File: config.mk
export PLATFORM = sky130hd
export DESIGN_NAME = proc_run_controller
export DESIGN_NICKNAME = d
export VERILOG_FILES = /design/src/rtl/proc_run_controller_pkg.sv /design/src/rtl/proc_run_controller_watchdog.sv /design/src/rtl/proc_run_controller.sv
export SDC_FILE = /design/constraint.sdc
export NUM_CORES = 1
export LEC_CHECK = 0
export ABC_AREA = 0
export ABC_CLOCK_PERIOD_IN_PS = 2800
export CELL_PAD_IN_SITES_DETAIL_PLACEMENT = 1
export CELL_PAD_IN_SITES_GLOBAL_PLACEMENT = 1
export CORE_MARGIN = 2
export CORE_UTILIZATION = 24
export CTS_BUF_LIST = sky130_fd_sc_hd__clkbuf_8
export CTS_CLUSTER_DIAMETER = 80
export CTS_CLUSTER_SIZE = 24
export DETAILED_ROUTE_END_ITERATION = 8
export PLACE_DENSITY = 0.73
export SLEW_MARGIN = 0
export SYNTH_ARGS = -nofsm -noshare
export SYNTH_HDL_FRONTEND = slang
export SYNTH_HIERARCHICAL = 1
export SYNTH_SLANG_ARGS = --single-unit
File: constraint.sdc
create_clock -name CLK -period 2.8 [get_ports CLK]
set_clock_uncertainty 0.05 [all_clocks]
set_input_delay 0.7 -clock CLK [delete_from_list [all_inputs] [get_ports CLK]]
set_output_delay 0.7 -clock CLK [all_outputs]
set_load 0.05 [all_outputs]
File: src/rtl/proc_run_controller_pkg.sv
// Shared FSM encoding and default timing constants for the run/check sequencer.
`default_nettype none

package proc_run_controller_pkg;

  typedef enum logic [1:0] {
    ST_IDLE       = 2'd0,
    ST_RESET_HOLD = 2'd1,
    ST_RUN        = 2'd2,
    ST_DONE       = 2'd3
  } run_state_t;

  localparam int unsigned DEF_RESET_CYCLES   = 2;
  localparam int unsigned DEF_WATCHDOG_LIMIT = 32'h0000_00FF;
  localparam int unsigned DEF_CNT_W          = 16;
  localparam int unsigned HOLD_W             = 4;

endpackage

`default_nettype wire

File: src/rtl/proc_run_controller_watchdog.sv
// Saturating run-cycle counter with an expiry flag raised when the count reaches LIMIT-1.
`default_nettype none

module run_watchdog #(
  parameter int unsigned CNT_W = 16,
  parameter int unsigned LIMIT = 32'h0000_00FF
) (
  input  logic             clk_i,
  input  logic             rst_i,
  input  logic             clr_i,
  input  logic             en_i,
  output logic [CNT_W-1:0] count_o,
  output logic             expire_o
);

  localparam logic [CNT_W-1:0] EXPIRE_AT = CNT_W'(LIMIT - 1);

  logic [CNT_W-1:0] count_q;

  always_ff @(posedge clk_i) begin
    if (rst_i) begin
      count_q <= '0;
    end else if (clr_i) begin
      count_q <= '0;
    end else if (en_i && (count_q != '1)) begin
      count_q <= count_q + CNT_W'(1);
    end
  end

  // Expiry looks at the pre-increment value, so the final count equals LIMIT.
  assign expire_o = (count_q == EXPIRE_AT);
  assign count_o  = count_q;

endmodule

`default_nettype wire

File: src/rtl/proc_run_controller.sv
// Run/check sequencer: holds the core in reset, releases it at start_pc, stops at end_pc
// or on watchdog expiry, and grades the latched result against the expected value.
`default_nettype none

module proc_run_controller
  import proc_run_controller_pkg::*;
#(
  parameter int unsigned RESET_CYCLES   = DEF_RESET_CYCLES,
  parameter int unsigned WATCHDOG_LIMIT = DEF_WATCHDOG_LIMIT,
  parameter int unsigned CNT_W          = DEF_CNT_W
) (
  input  logic             CLK,
  input  logic             Reset,
  input  logic             start,
  input  logic [63:0]      start_pc,
  input  logic [63:0]      end_pc,
  input  logic [63:0]      expected,
  output logic             proc_resetl,
  output logic [63:0]      proc_startpc,
  input  logic [63:0]      currentpc,
  input  logic [63:0]      memtoreg_out,
  output logic             busy,
  output logic             done,
  output logic             pass,
  output logic             timeout,
  output logic [63:0]      result,
  output logic [CNT_W-1:0] cycle_count
);

  run_state_t        state_q;
  logic [HOLD_W-1:0] hold_q;
  logic [63:0]       end_q;
  logic [63:0]       exp_q;
  logic [63:0]       startpc_q;
  logic [63:0]       result_q;
  logic              resetl_q;
  logic              busy_q;
  logic              done_q;
  logic              pass_q;
  logic              timeout_q;

  logic              start_ok;
  logic              pc_hit;
  logic              wd_expire;
  logic              wd_en;

  assign start_ok = start && ((state_q == ST_IDLE) || (state_q == ST_DONE));
  assign pc_hit   = (currentpc >= end_q);
  assign wd_en    = (state_q == ST_RUN);

  run_watchdog #(
    .CNT_W (CNT_W),
    .LIMIT (WATCHDOG_LIMIT)
  ) u_watchdog (
    .clk_i    (CLK),
    .rst_i    (Reset),
    .clr_i    (start_ok),
    .en_i     (wd_en),
    .count_o  (cycle_count),
    .expire_o (wd_expire)
  );

  always_ff @(posedge CLK) begin
    if (Reset) begin
      state_q   <= ST_IDLE;
      hold_q    <= '0;
      end_q     <= '0;
      exp_q     <= '0;
      startpc_q <= '0;
      result_q  <= '0;
      resetl_q  <= 1'b0;
      busy_q    <= 1'b0;
      done_q    <= 1'b0;
      pass_q    <= 1'b0;
      timeout_q <= 1'b0;
    end else begin
      case (state_q)
        ST_IDLE, ST_DONE: begin
          if (start_ok) begin
            startpc_q <= start_pc;
            end_q     <= end_pc;
            exp_q     <= expected;
            result_q  <= '0;
            done_q    <= 1'b0;
            pass_q    <= 1'b0;
            timeout_q <= 1'b0;
            busy_q    <= 1'b1;
            resetl_q  <= 1'b0;
            hold_q    <= HOLD_W'(RESET_CYCLES);
            state_q   <= ST_RESET_HOLD;
          end
        end
        ST_RESET_HOLD: begin
          // Leaving on the last hold cycle makes resetl rise with the first RUN cycle.
          if (hold_q <= HOLD_W'(1)) begin
            resetl_q <= 1'b1;
            state_q  <= ST_RUN;
          end else begin
            hold_q <= hold_q - HOLD_W'(1);
          end
        end
        ST_RUN: begin
          if (pc_hit) begin
            result_q <= memtoreg_out;
            pass_q   <= (memtoreg_out == exp_q);
            done_q   <= 1'b1;
            busy_q   <= 1'b0;
            resetl_q <= 1'b0;
            state_q  <= ST_DONE;
          end else if (wd_expire) begin
            result_q  <= '0;
            pass_q    <= 1'b0;
            timeout_q <= 1'b1;
            done_q    <= 1'b1;
            busy_q    <= 1'b0;
            resetl_q  <= 1'b0;
            state_q   <= ST_DONE;
          end
        end
        default: state_q <= ST_IDLE;
      endcase
    end
  end

  assign proc_resetl  = resetl_q;
  assign proc_startpc = startpc_q;
  assign busy         = busy_q;
  assign done         = done_q;
  assign pass         = pass_q;
  assign timeout      = timeout_q;
  assign result       = result_q;

endmodule

`default_nettype wire

==> impl_metrics.json, run 1 <==
{
  "antenna_found_initial": 15,
  "yosys_warnings": 6,
  "synthCells": 1596,
  "cp_max_fo": 9,
  "hold_path_class": "input port to register",
  "dp_hpwl_um": 40300,
  "required_ns": 3.23,
  "seqPwrFrac_pct": 32.4,
  "numCtsBuffers": 27,
  "combPwrFrac_pct": 47.5,
  "worstPathBufferInverterCount": 4,
  "slowest_stage": "or4_4",
  "syn_nets": 1991,
  "hp-start": "Reset",
  "p_per_area_nw_per_um2": 751,
  "worstSetupPathType": "input port to register",
  "clk_latency_ns": 0.65,
  "clkPwrFrac_pct": 20.1,
  "rsz0062_at_grt": "true",
  "period_minus_slack_ns": 2.89,
  "cts_buffer_depth": 3,
  "synth_most_common_cell": "nand2_1",
  "min_path_cells": 2,
  "vias": 13100,
  "whs_endpoint": "exp_q[59]",
  "core_sq_um": 54000,
  "holdBufCountCts": 0,
  "critical_path.endpoint_type": "register",
  "timing.rr.start": "end_q[41]",
  "die_w_um": 238,
  "syn-mean-instance-area_sq_um": 8.24,
  "synth_common_cells": "nand2_1, dfxtp_1, a21oi_1, inv_1, ha_1",
  "ys_ff_latch": 283,
  "wl_um": 56000,
  "cp.arrival_ns": 3.32,
  "setup_slack_ns": -0.0852,
  "grt_pass1_vias": 13800,
  "maxCapViolCount": 0,
  "path_clk_slew_ns": 0.11,
  "worst_r2r_path_depth": 13,
  "synth_area_leaders": "dfxtp_1, nand2_1, a21oi_1, ha_1, inv_1",
  "cts_tree": "done",
  "syn2layout_area_growth_pct": 58.1,
  "placed_cell_area_sq_um": 19000,
  "rrSetupSlack_ns": -0.04,
  "cts_max_level": 1,
  "crit_family": "buffers and inverters",
  "syn_area_sq_um": 13200,
  "detail_route.first_pass.iterations": 4,
  "dp_cells": 2735,
  "setup_tns_ns": -2.95,
  "final_area_sq_um": 20800,
  "io_pins": 472,
  "via_per_inst": 4.64,
  "hold_viol": 0,
  "rows": 85,
  "final_nets": 2487,
  "ir_drop_uv": 444,
  "switchingPower_mw": 6.70,
  "numPortBuffers": 471,
  "drc_errors": 0,
  "die_height_um": 238,
  "maxSlewViolCount": 0,
  "yosysSeqAreaShare_pct": 43.1,
  "first_iter_violations": 394,
  "grt_pass1_wl_um": 79900,
  "whs_ns": 0.320,
  "die_area_sq_um": 56700,
  "drive_gt1_share_pct": 13.4,
  "p_sw_share_pct": 42.9,
  "slew_headroom_pct": 35.4,
  "root_buffer": "clkbuf_8",
  "async_flop_share_pct": 0,
  "status": "complete, but fails checks",
  "initial_core_util_pct": 24.3,
  "worst-slew-pin-transition_ns": 0.970,
  "antenna_left": 0,
  "yosysTopAreaCell": "dfxtp_1",
  "post-route-period-util_pct": 103,
  "crit_path_start_kind": "input port",
  "setup_viol": 68,
  "slowest_delay_ns": 0.48,
  "rr_endpoint": "result[57]",
  "p_leak_nw": 8.03,
  "path_cells": "clkdlybuf4s50_1 > ha_1 > nand4_1 > or4_4 > buf_6 > a211oi_4 > o31ai_4 > a21oi_4 > buf_12 > clkbuf_16 > o32ai_2",
  "grt_max_degree": 145,
  "yosysTopAreaCellShare_pct": 43.1,
  "ys.flop_type": "dfxtp_1",
  "gp_congestion": 0.855,
  "violations": "negative setup slack",
  "grt.total_usage_pct": 18.1,
  "overflow": 0,
  "detail_route.wl_per_cell_um": 19.8,
  "synth_cell_types": 70,
  "cts_sinks": 283,
  "stdcell_count": 2821,
  "synth_edf_count": 0,
  "fillers": 6291,
  "max_freq_ghz": 0.347,
  "intPower_mw": 8.91
}
## flip-flops by register name, indices dropped and copies added, names as in the netlist, 2 cells and up
name,count
result,64
proc_startpc,64
hold_q,4
end_q,64
u_watchdog/count_o,16
state_q,2
exp_q,64
## worst reg2reg max path: stages (launching register included)
cell and delay, ns:
dfxtp_2 0.34, inv_2 0.04, ha_1 0.33, buf_4 0.15
a21oi_1 0.17, o21ai_0 0.16, nand2b_1 0.18, nand3_2 0.13
buf_6 0.15, o31ai_4 0.36, a21oi_4 0.11, buf_12 0.18
clkbuf_16 0.18, o32ai_2 0.24
## power groups by stage
stage          combinational [mW]  clock [mW]  sequential [mW]
6_report                     7.41        3.14             5.06
5_1_grt                      7.97        3.42             5.14
4_1_cts                      6.69        3.27             5.05
3_5_place_dp                 6.38           0             5.14
3_3_place_gp                 6.19           0             5.10
2_1_floorplan                3.05           0             5.90
## cells by family (layout without fill, tap and decap cells)
family	after synthesis	after routing	share of synthesized area [%]
muxes	6	6	0.476
DFF	283	283	43.1
adders and majority gates	72	72	6.85
buffers and inverters	292	808	9.26
other	0	13	0
xor gates and xnor gates	62	62	4.13
AOI/OAI and AO/OA	355	355	19.1
and+or+nand+nor	526	526	17.1
## cells in the final DEF, fill, tap and decap left out, types with 5 or more instances in the layout
master           synthesis  final
nand4_1                 27     27
inv_1                  204    195
dlymetal6s2s_1           0     33
dfxtp_1                283    264
ha_4                     0     18
clkbuf_16                0      9
dfxtp_2                  0     19
buf_6                    8      6
or4_1                    6      5
ha_1                    72     54
nand3_1                  7      6
o21ai_0                 11     10
o31ai_1                  6      6
o32ai_4                  0      5
buf_12                   0     13
o32ai_1                 27      7
clkdlybuf4s50_1          0    431
inv_2                    0      9
nor2_1                  22     22
inv_6                    0      8
xnor2_1                 36     36
nor4_1                  10     10
buf_4                    1     52
xor2_1                  26     26
nand2b_1                11      8
o32ai_2                 38     53
a21o_1                   9      9
nand2_1                412    409
clkbuf_8                 1     29
diode_2                  0     13
and4_1                   6      5
a21oi_1                225    222
## per-stage QoR
stage	setup slack [ns]	power, mW	utilization, %
CTS	-0.0307	15.0	36.6
global placement	-0.880	11.3	35.1
global route	-0.148	16.5	38.5
floorplan	0.000656	8.95	-
finish	-0.0852	15.6	38.5
detailed placement	-0.917	11.5	35.1
## metal layers
layer | GRT usage, % | vias up | wire length [um]
met5 | 0 | - | 23
met4 | 6.21 | 4 | 2330
met1 | 20.9 | 6290 | 22600
met3 | 4.34 | 116 | 3260
li1 | - | 6303 | -
met2 | 32.5 | 378 | 27800
## how the worst max path moves through the flow
stage                  startpoint         end  slack [ns]  cells after the start
CTS                 currentpc[26]  result[59]       -0.03                     12
detailed placement  currentpc[49]  result[33]       -0.92                     11
floorplan           currentpc[27]  result[28]      0.0007                     10
global route            end_q[41]  result[23]       -0.15                     13
finish              currentpc[31]  result[27]       -0.09                     11
global placement    currentpc[49]  result[39]       -0.88                     11
## layout make-up
class	instances	area (sq um)	area share (%)
antenna	13	32.5	0.156
clock buffer	29	399	1.92
clock inverter	20	269	1.29
inverter	204	771	3.71
multi-input combinational	1021	6900	33.2
sequential	283	5690	27.4
tap	696	871	4.19
timing repair buffer	555	5870	28.2
## timing repair
| item | CTS | global route |
|---|---|---|
| cloned | 1 | 12 |
| pin swaps | 7 | 34 |
| setup endpoints to repair | 73 | 77 |
| resized for setup | 18 | 131 |
| buffers inserted | 3 | 8 |
Power figures use the tool's default switching activity.
==> run 2, diff against run 1 <==
--- a/config.mk
+++ b/config.mk
@@ -5,17 +5,17 @@
 export SDC_FILE = /design/constraint.sdc
 export NUM_CORES = 1
 export LEC_CHECK = 0
-export ABC_AREA = 0
+export ABC_AREA = 1
 export ABC_CLOCK_PERIOD_IN_PS = 2800
 export CELL_PAD_IN_SITES_DETAIL_PLACEMENT = 1
 export CELL_PAD_IN_SITES_GLOBAL_PLACEMENT = 1
 export CORE_MARGIN = 2
-export CORE_UTILIZATION = 24
+export CORE_UTILIZATION = 29
 export CTS_BUF_LIST = sky130_fd_sc_hd__clkbuf_8
 export CTS_CLUSTER_DIAMETER = 80
 export CTS_CLUSTER_SIZE = 24
 export DETAILED_ROUTE_END_ITERATION = 8
-export PLACE_DENSITY = 0.73
+export PLACE_DENSITY = 0.86
 export SLEW_MARGIN = 0
 export SYNTH_ARGS = -nofsm -noshare
 export SYNTH_HDL_FRONTEND = slang
==> run 2 against run 1 <==
  * The flow now finishes without violations
  * Non-clock buffer count fell by 42
  * Sequential share of layout area increased by 1.6 points
  * Utilization is 4.6 points higher
  * Area after synthesis rose by 1.2%
  * Power is 31% higher
  * First-iteration DRC count rose by 57%
  * Flip-flop and latch count stayed put
  * Sequential power is 23% higher
  * Setup slack gained 0.17 ns
  * Cell area shrank 6.0%
  * Clock power is 9.9% lower
==> impl_metrics.json, run 2 <==
{
  "die_area_sq_um": 47600,
  "cts_buffer_depth": 3,
  "yosys_warnings": 6,
  "overflow": 0,
  "p_leak_nw": 7.93,
  "grt_pass1_wl_um": 77400,
  "worstSetupPathType": "register to output pin",
  "vias": 13700,
  "clk_latency_ns": 0.62,
  "initial_core_util_pct": 29.3,
  "io_pins": 472,
  "yosysTopAreaCell": "dfxtp_1",
  "required_ns": 2.05,
  "die_w_um": 218,
  "final_common_cell": "clkdlybuf4s50_1",
  "numCtsBuffers": 22,
  "hold_viol": 0,
  "syn_nets": 2220,
  "synth_most_common_cell": "nor2_1",
  "final_nets": 2666,
  "syn-mean-instance-area_sq_um": 7.30,
  "synth_area_leaders": "dfxtp_1, nor2_1, o21ai_0, nand2_1, ha_1",
  "min_path_cells": 2,
  "drc_errors": 0,
  "detail_route.first_pass.iterations": 4,
  "setup_viol": 0,
  "whs_ns": 0.415,
  "via_per_inst": 4.75,
  "seqPwrFrac_pct": 30.5,
  "grt.total_usage_pct": 20.2,
  "post-route-period-util_pct": 96.8,
  "rsz0062_at_grt": "true",
  "final_cell_mix": "clkdlybuf4s50_1, nor2_1, dfxtp_1",
  "drive_gt1_share_pct": 6.78,
  "crit_family": "buffers and inverters",
  "timing.rr.start": "end_q[55]",
  "worstPathBufferInverterCount": 1,
  "final_core_util_pct": 43.1,
  "worst_r2r_path_depth": 16,
  "period_minus_slack_ns": 2.71,
  "path_cells": "clkdlybuf4s50_1",
  "cp.arrival_ns": 1.96,
  "critical_path.endpoint_type": "output pin",
  "core_sq_um": 45400,
  "rr_endpoint": "result[27]",
  "antenna_found_initial": 7,
  "ys_ff_latch": 283,
  "rrSetupSlack_ns": 0.19,
  "maxCapViolCount": 0,
  "cts_tree": "done",
  "slowest_stage": "clkdlybuf4s50_1",
  "rows": 78,
  "cp_max_fo": 6,
  "wl_um": 50800,
  "slew_headroom_pct": 57.8,
  "syn2layout_area_growth_pct": 46.8,
  "die_height_um": 218,
  "ys.flop_type": "dfxtp_1",
  "slowest_delay_ns": 0.87,
  "synth_edf_count": 0,
  "cts_sinks": 283,
  "max_freq_ghz": 0.369,
  "hold_path_class": "register to register",
  "grt_max_degree": 125,
  "p_per_area_nw_per_um2": 1050,
  "synth_cell_types": 39,
  "status": "finished, final reports clean",
  "p_sw_share_pct": 48.5,
  "maxSlewViolCount": 0,
  "syn_area_sq_um": 13300,
  "switchingPower_mw": 9.91,
  "whs_endpoint": "end_q[36]",
  "synth_common_cells": "nor2_1, dfxtp_1, nand2_1, o21ai_0, inv_1",
  "yosysTopAreaCellShare_pct": 42.6,
  "numPortBuffers": 471,
  "worst-slew-pin-transition_ns": 0.630,
  "hp-start": "end_q[36]",
  "path_clk_slew_ns": 0.14,
  "cts_setup_buffers": 0,
  "crit_path_start_kind": "register",
  "grt_pass1_vias": 14700,
  "synthCells": 1825,
  "first_iter_violations": 617,
  "cts_max_level": 1,
  "intPower_mw": 10.5,
  "root_buffer": "clkbuf_8",
  "gp_congestion": 0.851,
  "detail_route.wl_per_cell_um": 17.6,
  "antenna_left": 0,
  "combPwrFrac_pct": 55.7,
  "dp_hpwl_um": 38500,
  "yosysSeqAreaShare_pct": 42.6,
  "async_flop_share_pct": 0,
  "clkPwrFrac_pct": 13.8,
  "ir_drop_uv": 628
}
run 2: cell count changes after synthesis, moves of 27 or more:
| cell | previous run | this run |
|---|---|---|
| nor2_1 | 22 | 386 |
| o21ai_0 | 11 | 207 |
| nand2_1 | 412 | 258 |
| a21oi_1 | 225 | 150 |
| o32ai_2 | 38 | 0 |
| a21oi_2 | 1 | 30 |
| nand3_1 | 7 | 34 |
| o32ai_1 | 27 | 0 |
run 2: tightest hold or removal path, stage by stage (launching register included):
cell	delay [ns]
dfxtp_1	0.32
inv_1	0.06
a21oi_1	0.05
run 2: worst max path at each step:
| stage | depth (start not counted) | end | from | slack [ns] |
|---|---|---|---|---|
| 6_report | 1 | cycle_count[1] | u_watchdog/count_o[1] | 0.09 |
| 5_1_grt | 15 | result[58] | currentpc[47] | -0.03 |
| 4_1_cts | 1 | cycle_count[0] | u_watchdog/count_o[0] | 0.03 |
| 3_5_place_dp | 15 | result[5] | currentpc[47] | -0.67 |
| 3_3_place_gp | 15 | result[7] | currentpc[45] | -0.58 |
| 2_1_floorplan | 14 | result[22] | currentpc[63] | 0.35 |
run 2: metrics by stage:
stage | total power [mW] | worst slack, ns | cell area, sq um | TNS [ns] | instances
after global placement | 17.0 | -0.585 | 18800 | -37.51 | 2844
final | 20.4 | 0.0895 | 19500 | 0 | 2893
after global routing | 21.9 | -0.0321 | 19500 | -0.108 | 2892
after floorplan | 13.6 | 0.346 | 13300 | 0 | 1825
after CTS | 20.5 | 0.0304 | 19400 | 0 | 2884
after detailed placement | 17.6 | -0.667 | 18800 | -40.96 | 2844
run 2: cell families (layout without fill, tap and decap cells):
kind of cell,after synthesis,in the layout,synth area share (%)
fa+ha+maj,72,72,6.77
simple gates,735,735,22.4
other cells,0,6,0
compound gates,400,400,16.1
buf+inv,281,743,8.60
xor+xnor,54,54,3.55
flops,283,283,42.6
run 2: layout make-up:
cell class | count | area, sq um
inverters | 190 | 726
repair buffers | 513 | 5240
clock inverters | 15 | 233
fillers | 5550 | 25800
multi-input cells | 1261 | 6570
flip-flops and latches | 283 | 5670
diodes | 6 | 15.0
well taps | 600 | 751
clock buffers | 25 | 344
run 2: metal layers:
layer / global-route usage (%) / part of all wire, %
met2: 37.0 / 51
met1: 22.5 / 39
met4: 8.89 / 4.5
met5: 0 / 0.026
met3: 4.26 / 5.8
run 2: repair_timing:
item / CTS / global route
resized for setup: 1 / 22
pin swaps: 0 / 7
gates cloned: 0 / 3
setup endpoints to repair: 3 / 57
hold buffers: 0 / 0
run 2: power groups by stage:
stage	registers (mW)	logic (mW)	clock network (mW)
finish	6.24	11.4	2.83
global route	6.40	12.5	3.07
CTS	6.25	11.3	2.92
detailed placement	6.34	11.2	0
global placement	6.22	10.7	0
floorplan	8.81	4.76	0
